--- config.mk ---
export PLATFORM = sky130hd
export DESIGN_NAME = mem_wb_stage_flat
export DESIGN_NICKNAME = d
export VERILOG_FILES = /design/src/rtl/mem_wb_stage_pkg.sv /design/src/rtl/mem_wb_stage_if.sv /design/src/rtl/mem_wb_stage_reg.sv /design/src/rtl/mem_wb_stage.sv /design/src/flat_wrapper.sv
export SDC_FILE = /design/constraint.sdc
export NUM_CORES = 1
export LEC_CHECK = 0
export CORE_AREA = 2 2 97 99
export CTS_CLUSTER_SIZE = 10
export DETAILED_ROUTE_END_ITERATION = 6
export DIE_AREA = 0 0 99 101
export PLACE_DENSITY = 0.8
export SYNTH_ARGS = -nofsm -noshare
export SYNTH_HDL_FRONTEND = slang
export SYNTH_SLANG_ARGS = --single-unit
--- constraint.sdc ---
create_clock -name clk -period 2 [get_ports clk]
set_input_delay 0.4 -clock clk [delete_from_list [all_inputs] [get_ports clk]]
set_output_delay 0.4 -clock clk [all_outputs]
set_load 0.03 [all_outputs]
--- src/rtl/mem_wb_stage_pkg.sv ---
// Shared definitions for the memory stage: control bit positions, write-back
// select encodings and FSM states.
package mem_wb_stage_pkg;

    localparam int CTL_BUBBLE   = 0;
    localparam int CTL_MREAD    = 1;
    localparam int CTL_MWRITE   = 2;
    localparam int CTL_REGW     = 3;
    localparam int CTL_WBSEL_LO = 4;
    localparam int CTL_WBSEL_HI = 5;

    typedef enum logic [1:0] {
        WB_ALU = 2'b00,
        WB_MEM = 2'b01,
        WB_PC4 = 2'b10
    } wb_sel_e;

    typedef enum logic {
        IDLE = 1'b0,
        WAIT = 1'b1
    } state_e;

endpackage

--- src/rtl/mem_wb_stage_if.sv ---
// Request/acknowledge data-memory bus between the memory stage and memory.
interface mem_wb_stage_if #(
    parameter int DATA_W = 32
);
    logic              dmem_req;
    logic              dmem_we;
    logic [DATA_W-1:0] dmem_addr;
    logic [DATA_W-1:0] dmem_wdata;
    logic [DATA_W-1:0] dmem_rdata;
    logic              dmem_ack;

    modport master (
        output dmem_req, dmem_we, dmem_addr, dmem_wdata,
        input  dmem_rdata, dmem_ack
    );

    modport slave (
        input  dmem_req, dmem_we, dmem_addr, dmem_wdata,
        output dmem_rdata, dmem_ack
    );
endinterface

--- src/rtl/mem_wb_stage_reg.sv ---
// MEM/WB pipeline register. A bubble clears only the write enable; data and
// destination keep their previous values.
module mem_wb_reg #(
    parameter int DATA_W = 32
) (
    input  logic              clk,
    input  logic              rst,
    input  logic              i_load,
    input  logic              i_bubble,
    input  logic [DATA_W-1:0] i_data,
    input  logic [4:0]        i_regdst,
    input  logic              i_regwrite,
    output logic [DATA_W-1:0] o_data,
    output logic [4:0]        o_regdst,
    output logic              o_regwrite
);
    logic [DATA_W-1:0] r_data;
    logic [4:0]        r_regdst;
    logic              r_regwrite;

    always_ff @(posedge clk or posedge rst) begin
        if (rst) begin
            r_data     <= '0;
            r_regdst   <= '0;
            r_regwrite <= 1'b0;
        end else if (i_bubble) begin
            r_regwrite <= 1'b0;
        end else if (i_load) begin
            r_data     <= i_data;
            r_regdst   <= i_regdst;
            r_regwrite <= i_regwrite;
        end
    end

    assign o_data     = r_data;
    assign o_regdst   = r_regdst;
    assign o_regwrite = r_regwrite;
endmodule

--- src/rtl/mem_wb_stage.sv ---
// Memory-access stage with MEM/WB register; stalls upstream while a bus access
// is outstanding. Optional access timeout enabled by MEM_TIMEOUT_EN.
module mem_wb_stage
    import mem_wb_stage_pkg::*;
#(
    parameter int DATA_W  = 32,
    parameter int TIMEOUT = 255
) (
    input  logic              clk,
    input  logic              reset,
    input  logic [6:0]        control_in,
    input  logic [DATA_W-1:0] pc_4_in,
    input  logic [DATA_W-1:0] alu_in,
    input  logic [DATA_W-1:0] sw_in,
    input  logic [4:0]        regdst_in,
    mem_wb_stage_if.master    dmem,
    output logic              stall,
    output logic [DATA_W-1:0] wb_data,
    output logic [4:0]        wb_regdst,
    output logic              wb_regwrite,
    output logic              mem_err
);
    state_e            r_state, w_next;
    logic              r_req, r_we;
    logic              w_access, w_stall, w_load, w_bubble, w_regwrite, w_expire;
    logic [DATA_W-1:0] w_wb_val;
    wb_sel_e           w_wbsel;
    logic              w_unused_ctl;

    assign w_unused_ctl = control_in[6];
    assign w_access = !control_in[CTL_BUBBLE] &
                      (control_in[CTL_MREAD] | control_in[CTL_MWRITE]);
    assign w_wbsel  = wb_sel_e'(control_in[CTL_WBSEL_HI:CTL_WBSEL_LO]);

    always_comb begin
        case (w_wbsel)
            WB_MEM:  w_wb_val = dmem.dmem_rdata;
            WB_PC4:  w_wb_val = pc_4_in;
            default: w_wb_val = alu_in;
        endcase
    end

`ifdef MEM_TIMEOUT_EN
    logic [7:0] r_cnt;
    logic       r_err;

    // Expiry on the TIMEOUT-th WAIT cycle; a simultaneous ack takes priority.
    assign w_expire = (r_state == WAIT) && !dmem.dmem_ack &&
                      (r_cnt == 8'(TIMEOUT - 1));

    always_ff @(posedge clk or posedge reset) begin
        if (reset) begin
            r_cnt <= '0;
            r_err <= 1'b0;
        end else begin
            r_err <= w_expire;
            if (r_state == IDLE)
                r_cnt <= '0;
            else if (!dmem.dmem_ack)
                r_cnt <= r_cnt + 8'd1;
        end
    end

    assign mem_err = r_err;
`else
    localparam int unused_timeout = TIMEOUT;
    assign w_expire = 1'b0;
    assign mem_err  = 1'b0;
`endif

    always_comb begin
        w_next     = r_state;
        w_stall    = 1'b0;
        w_load     = 1'b0;
        w_bubble   = 1'b0;
        w_regwrite = 1'b0;
        case (r_state)
            IDLE: begin
                if (w_access) begin
                    w_next   = WAIT;
                    w_stall  = 1'b1;
                    w_bubble = 1'b1;
                end else begin
                    w_load     = 1'b1;
                    w_regwrite = control_in[CTL_REGW] & !control_in[CTL_BUBBLE];
                end
            end
            WAIT: begin
                if (dmem.dmem_ack) begin
                    w_next     = IDLE;
                    w_load     = 1'b1;
                    w_regwrite = control_in[CTL_REGW];
                end else if (w_expire) begin
                    w_next   = IDLE;
                    w_bubble = 1'b1;
                end else begin
                    w_stall  = 1'b1;
                    w_bubble = 1'b1;
                end
            end
            default: w_next = IDLE;
        endcase
    end

    always_ff @(posedge clk or posedge reset) begin
        if (reset) begin
            r_state <= IDLE;
            r_req   <= 1'b0;
            r_we    <= 1'b0;
        end else begin
            r_state <= w_next;
            r_req   <= (w_next == WAIT);
            if (r_state == IDLE && w_access)
                r_we <= control_in[CTL_MWRITE];
        end
    end

    // Gating with reset keeps stall low while upstream still shows a memory op.
    assign stall           = w_stall & !reset;
    assign dmem.dmem_req   = r_req;
    assign dmem.dmem_we    = r_we;
    assign dmem.dmem_addr  = alu_in;
    assign dmem.dmem_wdata = sw_in;

    mem_wb_reg #(.DATA_W(DATA_W)) u_mem_wb_reg (
        .clk        (clk),
        .rst        (reset),
        .i_load     (w_load),
        .i_bubble   (w_bubble),
        .i_data     (w_wb_val),
        .i_regdst   (regdst_in),
        .i_regwrite (w_regwrite),
        .o_data     (wb_data),
        .o_regdst   (wb_regdst),
        .o_regwrite (wb_regwrite)
    );
endmodule

--- src/flat_wrapper.sv ---
// flat-port wrapper written by rule: the top's interface ports become plain ports
module mem_wb_stage_flat import mem_wb_stage_pkg::*;
#(
    parameter int DATA_W  = 32,
    parameter int TIMEOUT = 255
)
  (clk, reset, control_in, pc_4_in, alu_in, sw_in, regdst_in, stall, wb_data, wb_regdst, wb_regwrite, mem_err, dmem_dmem_req, dmem_dmem_we, dmem_dmem_addr, dmem_dmem_wdata, dmem_dmem_rdata, dmem_dmem_ack);
  mem_wb_stage_if #(.DATA_W(DATA_W)) dmem_i ();
  input  logic clk;
  input  logic reset;
  input  logic [6:0] control_in;
  input  logic [DATA_W-1:0] pc_4_in;
  input  logic [DATA_W-1:0] alu_in;
  input  logic [DATA_W-1:0] sw_in;
  input  logic [4:0] regdst_in;
  output logic stall;
  output logic [DATA_W-1:0] wb_data;
  output logic [4:0] wb_regdst;
  output logic wb_regwrite;
  output logic mem_err;
  output wire logic [$bits(dmem_i.dmem_req)-1:0] dmem_dmem_req;
  output wire logic [$bits(dmem_i.dmem_we)-1:0] dmem_dmem_we;
  output wire logic [$bits(dmem_i.dmem_addr)-1:0] dmem_dmem_addr;
  output wire logic [$bits(dmem_i.dmem_wdata)-1:0] dmem_dmem_wdata;
  input wire logic [$bits(dmem_i.dmem_rdata)-1:0] dmem_dmem_rdata;
  input wire logic [$bits(dmem_i.dmem_ack)-1:0] dmem_dmem_ack;
  assign dmem_dmem_req = dmem_i.dmem_req;
  assign dmem_dmem_we = dmem_i.dmem_we;
  assign dmem_dmem_addr = dmem_i.dmem_addr;
  assign dmem_dmem_wdata = dmem_i.dmem_wdata;
  assign dmem_i.dmem_rdata = dmem_dmem_rdata;
  assign dmem_i.dmem_ack = dmem_dmem_ack;
  mem_wb_stage #(.DATA_W(DATA_W), .TIMEOUT(TIMEOUT)) u_core (.clk(clk), .reset(reset), .control_in(control_in), .pc_4_in(pc_4_in), .alu_in(alu_in), .sw_in(sw_in), .regdst_in(regdst_in), .dmem(dmem_i), .stall(stall), .wb_data(wb_data), .wb_regdst(wb_regdst), .wb_regwrite(wb_regwrite), .mem_err(mem_err));
endmodule
# == After elaboration in Yosys (flattened, before gate mapping) ==
# Index checks and enable logic that the tools add are counted.
# word_totals
regBits,40
latchBits,0
ramBits,0
mem_bits_ro,0
input_bits,143
output_inout_bits,106
word_cells,30
mem_count,0
# op_classes
addsub,0
mul,0
div,0
magnitude_cmp,0
n_eq_ne,2
shift,0
mux,12
bitwise,6
n_reduce_logical,5
# ops
cell,count
$pmux 32 s2,1
$mux 1,8
$pmux 1 s2,3
$and 1x1->1,3
$eq 2x1->1 const B,1
$eq 2x2->1 const B,1
$logic_not 1->1,2
$not 1->1,2
$reduce_and 2->1,1
$reduce_bool 2->1,1
$logic_and 1x1->1,1
$or 1x1->1,1

# == Longest topological paths before layout ==
# Gate-level depths: netlist of the first run.
# logic_depth
word_depth,6
ltp_mapped,7
ltp_nobuf,5

# == Modules after synthesis ==
# A second synthesis of the first run with hierarchy kept.
# hier_totals
cells_unflattened,275
hier_area_um2,2830.2
# by_module_without_submodules
module,instances,cells_each,area_each_um2,seq_area_each_um2
mem_wb_reg,1,83,1591.5,950.9
mem_wb_stage,1,192,1238.7,50.0

# == Least setup slack after synthesis of the first run ==
# Ideal clock, no wire load.
# synth_path
path_type,reg-to-output
from,reg u_core.r_state
to,out stall
t_arrival_ns,1.493
t_required_ns,1.600
slack_ns,0.107
stages_incl_launch_ff,6
n_path_buf,2
path_cell_list,dfrtp_1 > and2b_1 > a21oi_4 > buf_6 > buf_12 > nor2_1
# synth_via
elab_chain_len,3
# synth_lines
element,line,rtl
"start, declared",mem_wb_stage.sv:23,"state_e r_state, w_next;"
"start signal, assigned",mem_wb_stage.sv:111,r_state <= w_next;
$not 1->1,mem_wb_stage.sv:77,case (r_state)
$pmux 1 s2 (*),mem_wb_stage.sv:77,
$and 1x1->1 (*),mem_wb_stage.sv:119,assign stall = w_stall & !reset;
"end, declared",flat_wrapper.sv:16,output logic stall;
# Mark *: on every way between the ends. The rest lies on a longest branch, timed or not.

# == Worst setup path in the final report of the first run ==
# layout_path
from,in alu_in[10]
to,out dmem_dmem_addr[10]
# layout_lines
element,line,rtl
"start, declared",flat_wrapper.sv:13,input logic [DATA_W-1:0] alu_in;
"end, declared",flat_wrapper.sv:23,output wire logic [$bits(dmem_i.dmem_addr)-1:0] dmem_dmem_addr;
# No word-level cell between the ends.

==> flow_summary_export.csv, run 1 <==
group,metric,value,unit
outcome,status,"completed",
detailed_routing,drc,0,
layout,layout-drive-gt1-share,18.14,%
layout,multi_input_area,994.7,um^2
grt,grt_overflow,0,
place,dp_cells,500,
power,intPower,2.225,mW
worst_setup_path,cp_max_fo,2,
detailed_routing,ant_nets,0,
grt,grtUsageMet2,25.94,%
layout,final_cells,508,
sta,setup_viol,0,
sta,rsz0062_at_grt,"false",
floorplanning,die_w,99,um
worst_setup_path,cp_data_arrival_time,1570,ps
worst_setup_path,critPathSlowestCell,"clkdlybuf4s50_1",
detailed_routing,drt-initial-drc-count,67,
detailed_routing,viasPerCell,4.738,
worst_setup_path,rrSetupSlack,470,ps
synthesis,synth_fp_nets,417,
clocking,cts_buffer_depth,2,
floorplanning,pin_count,249,
layout,final_cell_mix,"clkdlybuf4s50_1 (173), dfrtp_1 (40), inv_1 (35)",
synthesis,syn_area_per_cell,9.950,um^2
clocking,htreeDepth,2,
worst_setup_path,crit_type,"input pin to output pin",
worst_setup_path,slowest_delay,690,ps
grt,grt_pass1_wl,12160,um
clocking,cts_root_buf,"clkbuf_8",
synthesis,ys_ff_latch,40,
power,ir_worst_vdd,0.0004318,V
grt,grt_use_met1,17.35,%
floorplanning,die_height,101,um
clocking,insertion_delay,290,ps
synthesis,yosys_warnings,0,
worst_setup_path,cp-start-kind,"input pin",
detailed_routing,wl_per_cell,15.61,um
clocking,cts_resized,0,
worst_setup_path,cp_common_cell,"clkdlybuf4s50_1",
floorplanning,rows,35,
sta,finalCriticalPeriod,1974,ps
worst_setup_path,critical-path-top-delay-family,"buffers and inverters",
place,port_buffers,182,
clocking,postCtsSetupRepairBufs,0,
clocking,cts_sinks,40,
worst_setup_path,crit_buf_inv,2,
layout,final-seq-area,0.001001,mm^2
layout,diodes,0,
worst_setup_path,required,1600,ps
detailed_routing,via_count,2407,
floorplanning,start_util,30.15,%
worst_setup_path,reg2regPathDepth,4,
worst_setup_path,crit_chain,"clkdlybuf4s50_1, clkdlybuf4s50_1",
synthesis,syn_area,0.002706,mm^2
layout,nNetsFinal,541,
worst_setup_path,critical_path_cell_count,2,
place,gp_congestion,0.7308,
grt,grtUsageMet3,5.409,%
clocking,clk_pin_slew,80,ps
sta,drv_slew,0,
floorplanning,core_area,0.008977,mm^2
power,p_leak,1.910,nW
run,drv_cap,0,
power,sw_frac_of_total,35.63,%
power,powerDensity,784.7,mW/mm^2
synthesis,synthCells,272,
place,hpwlAfterDp,6413,um
synthesis,yosysUniqueCellTypes,24,
detailed_routing,wl,7930,um
layout,n_fill_cell,812,
sta,fmax,506.6,MHz
power,p_seq_share,31.6,%
sta,fin_skew,7.114,ps
layout,final_common_cell,"clkdlybuf4s50_1",
hold_path,hp-class,"input pin to asynchronous set/reset pin",
grt,grt_antenna_before_repair,0,
layout,syn_to_final_growth,62.78,%
floorplanning,die-area,0.009999,mm^2
power,power.total,3.457,mW
synthesis,yosysSeqAreaShare,36.99,%
clocking,hold_buffers,0,
clocking,tritoncts,"yes",
grt,top_usage_layer,"met2",
grt,grt_max_degree,37,
power,power_frac_clock,19.2,%
grt,first_global_vias,2514,
grt,grtUsageTotal,15.13,%
detailed_routing,drtPass1Iterations,4,
clocking,cts-buffers-inserted,5,
sta,period_share,98.70,%
power,netSwitchingPower,1.232,mW
sta,finalHoldViolCount,0,
worst_setup_path,end_kind,"output pin",
power,comb_power_share,49.2,%
-- stage by stage --
stage	hold WS [ps]	setup WS (ps)	cell area (um^2)	utilization, %	setup TNS [ps]
after floorplan	534.7	107.3	2706	-	0
after global placement	475.3	-196.4	4283	47.71	-4011
after detailed placement	476.0	-242.6	4283	47.71	-5374
after CTS	446.7	22.75	4394	48.95	0
after global routing	458.2	0.7410	4405	49.07	0
final	442.1	25.92	4405	49.07	0
-- routing by layer --
layer	vias to the layer above	wire length, um
met5	-	0
met4	0	187
met3	24	658
met2	119	4090
met1	1131	2993
li1	1133	-
-- worst paths after layout --
check,start,endpoint
max,alu_in[10],dmem_dmem_addr[10]
min,reset,u_core.u_mem_wb_reg.o_regwrite
max reg2reg,u_core.r_state,u_core.u_mem_wb_reg.o_data[6]
min reg2reg,u_core.u_mem_wb_reg.o_regdst[3],u_core.u_mem_wb_reg.o_regdst[3]
max in group asynchronous,reset,u_core.u_mem_wb_reg.o_regdst[0]
min in group clk,u_core.u_mem_wb_reg.o_regdst[3],u_core.u_mem_wb_reg.o_regdst[3]
-- registers in the layout, summed over array words and instances (netlist names) --
register / cells
u_core.r_state: 1
u_core.u_mem_wb_reg.o_regdst: 5
u_core.dmem.dmem_we: 1
u_core.u_mem_wb_reg.o_data: 32
u_core.u_mem_wb_reg.o_regwrite: 1
-- final cells by class --
type / count / area share, %
Inverter: 36 / 3.067
Sequential cell: 40 / 22.72
Clock inverter: 3 / 0.9656
Multi-Input combinational cell: 114 / 22.58
Timing Repair Buffer: 199 / 45.95
Clock buffer: 5 / 1.562
Tap cell: 111 / 3.153
-- power by group through the flow --
stage / logic, mW / registers, mW / clock network (mW)
floorplan: 0.693 / 1.47 / 0
global placement: 1.69 / 1.10 / 0
detailed placement: 1.71 / 1.11 / 0
CTS: 1.72 / 1.10 / 0.694
global route: 1.80 / 1.12 / 0.734
finish: 1.70 / 1.09 / 0.662
-- cells by family after synthesis --
kind of cell | after synthesis | synth area share (%)
muxes | 37 | 16.50
other | 1 | 0.1386
buffers and inverters | 118 | 26.58
adders and majority gates | 2 | 0.9245
DFF | 40 | 36.99
AOI/OAI and AO/OA | 67 | 17.38
and+or+nand+nor | 7 | 1.480
-- cells in the mapped netlist, drive strengths merged --
| cell | count | area (um^2) |
|---|---|---|
| nor4 | 1 | 6.260 |
| ha | 2 | 25.02 |
| mux2 | 37 | 446.7 |
| nand2 | 1 | 3.750 |
| clkbuf | 9 | 33.78 |
| a22o | 1 | 8.760 |
| a21oi | 34 | 181.4 |
| inv | 36 | 135.1 |
| nor2b | 1 | 6.260 |
| a221oi | 32 | 280.3 |
| or2 | 1 | 6.260 |
| and2b | 1 | 7.510 |
| dfrtp | 40 | 1001 |
| conb | 1 | 3.750 |
| buf | 73 | 550.5 |
| nor2 | 2 | 10.01 |
Power figures use the tool's default switching activity.
==> inputs of run 2 (changes only) <==
DONT_BUFFER_PORTS = 1   (was unset)
PLACE_DENSITY = unset   (was 0.8)
==> flow_summary_export.csv, run 2 (synthesis results as in run 1) <==
group,metric,value,unit
outcome,status,"completed",
power,ir_worst_vdd,0.0003372,V
layout,multi_input_area,988.4,um^2
place,placed_area,0.002328,mm^2
clocking,cts-buffers-inserted,5,
layout,syn_to_final_growth,-9.847,%
power,power.total,2.672,mW
clocking,cts_resized,0,
sta,worst_slew_pin_slew,707.4,ps
worst_setup_path,cp_data_arrival_time,1250,ps
sta,finalHoldViolCount,0,
power,powerDensity,1095,mW/mm^2
sta,setup-tns-final,0,ps
worst_setup_path,cp_max_fo,4,
clocking,cts_sinks,40,
clocking,insertion_delay,290,ps
floorplanning,die_w,99,um
sta,fin_skew,6.300,ps
layout,layout-drive-gt1-share,26.34,%
power,p_leak,1.097,nW
worst_setup_path,cp-start-kind,"flop",
sta,fmax,606.3,MHz
floorplanning,core_area,0.008977,mm^2
sta,drv_slew,0,
worst_setup_path,end_kind,"output pin",
hold_path,hp-class,"input pin to asynchronous set/reset pin",
detailed_routing,drc,0,
grt,grt_max_degree,65,
worst_setup_path,slowest_delay,420,ps
clocking,htreeDepth,2,
detailed_routing,drtPass1Iterations,4,
clocking,postCtsSetupRepairBufs,0,
worst_setup_path,crit_buf_inv,1,
floorplanning,pin_count,249,
detailed_routing,wl,6029,um
floorplanning,die_height,101,um
power,p_seq_share,55.9,%
grt,first_global_vias,1641,
grt,grtUsageTotal,11.44,%
worst_setup_path,crit_chain,"and2b_1, a21oi_4, nor2_1, buf_4",
sta,relSlewSlack,52.84,%
detailed_routing,via_count,1676,
layout,final_cell_mix,"dfrtp_1 (40), inv_1 (35), a21oi_1 (33)",
layout,design_area,0.002440,mm^2
detailed_routing,viasPerCell,5.304,
grt,grt_pass1_wl,8880,um
clocking,hold_buffers,0,
sta,finalCriticalPeriod,1649,ps
grt,grt_antenna_before_repair,0,
run,drv_cap,0,
clocking,cts_root_buf,"clkbuf_8",
worst_setup_path,required,1600,ps
worst_setup_path,critPathSlowestCell,"dfrtp_1",
place,port_buffers,0,
layout,nNetsFinal,349,
power,sw_frac_of_total,38.78,%
detailed_routing,drt-initial-drc-count,42,
grt,grt_overflow,0,
power,intPower,1.636,mW
clocking,clk_pin_slew,80,ps
worst_setup_path,critical-path-top-delay-family,"flip-flops",
power,comb_power_share,19.4,%
sta,rsz0062_at_grt,"false",
layout,final-seq-area,0.001001,mm^2
place,gp_congestion,0.7428,
layout,diodes,0,
detailed_routing,wl_per_cell,19.08,um
place,hpwlAfterDp,4367,um
layout,final_common_cell,"dfrtp_1",
layout,largest_reg_flops,32,
clocking,tritoncts,"yes",
clocking,cts_buffer_depth,2,
floorplanning,die-area,0.009999,mm^2
floorplanning,rows,35,
sta,period_share,82.46,%
power,power_frac_clock,24.7,%
power,netSwitchingPower,1.036,mW
sta,setup_viol,0,
floorplanning,start_util,30.15,%
worst_setup_path,crit_type,"flop to output pin",
detailed_routing,ant_nets,0,
layout,n_fill_cell,938,
-- run 2: cell types whose count changed in the layout (fill, tap and decap cells not counted) --
cell / delta
a221oi_1: +1
a221oi_2: -1
buf_12: -6
buf_4: -11
clkdlybuf4s50_1: -173
dlymetal6s2s_1: -2
-- run 2: area by class of cell --
cell class | count | area share [%]
Timing Repair Buffer | 7 | 2.667
Multi-Input combinational cell | 114 | 40.51
Inverter | 36 | 5.538
Clock buffer | 5 | 2.821
Sequential cell | 40 | 41.03
Clock inverter | 3 | 1.744
Tap cell | 111 | 5.692
-- run 2: power by group through the flow --
stage | clock [mW] | sequential (mW) | combinational (mW)
floorplan | 0 | 1.47 | 0.693
global placement | 0 | 1.51 | 0.507
detailed placement | 0 | 1.51 | 0.527
CTS | 0.698 | 1.50 | 0.528
global route | 0.745 | 1.52 | 0.579
finish | 0.661 | 1.49 | 0.517
-- run 2: worst paths after layout --
path | end | cells past startpoint | from | slack [ps]
max in group asynchronous | u_core.u_mem_wb_reg.o_data[23] | 2 | reset | 1530
min in group clk | u_core.u_mem_wb_reg.o_regdst[2] | 1 | regdst_in[2] | 240
setup / recovery | stall | 4 | u_core.r_state | 350
hold / removal | u_core.u_mem_wb_reg.o_data[28] | 2 | reset | 120
hold reg to reg | u_core.u_mem_wb_reg.o_regwrite | 3 | u_core.r_state | 670
setup reg to reg | u_core.u_mem_wb_reg.o_data[3] | 4 | u_core.r_state | 400
-- run 2: per-layer routing --
layer  share of wire [%]  global-route usage, %  up-vias
li1                    -                      -      742
met1                  39                  14.09      803
met2                  48                  17.26       99
met3                 9.5                  4.092       32
met4                 4.0                  6.639        0
met5                   0                      0        -
-- run 2: stage by stage --
stage | worst slack [ps] | cells | hold WS (ps) | util (%)
3_5_place_dp | 257.2 | 308 | 449.1 | 25.94
6_report | 350.8 | 316 | 117.8 | 27.18
5_1_grt | 255.4 | 316 | 156.1 | 27.18
3_3_place_gp | 339.3 | 308 | 444.8 | 25.94
4_1_cts | 321.0 | 316 | 130.0 | 27.18
2_1_floorplan | 107.3 | 272 | 534.7 | -
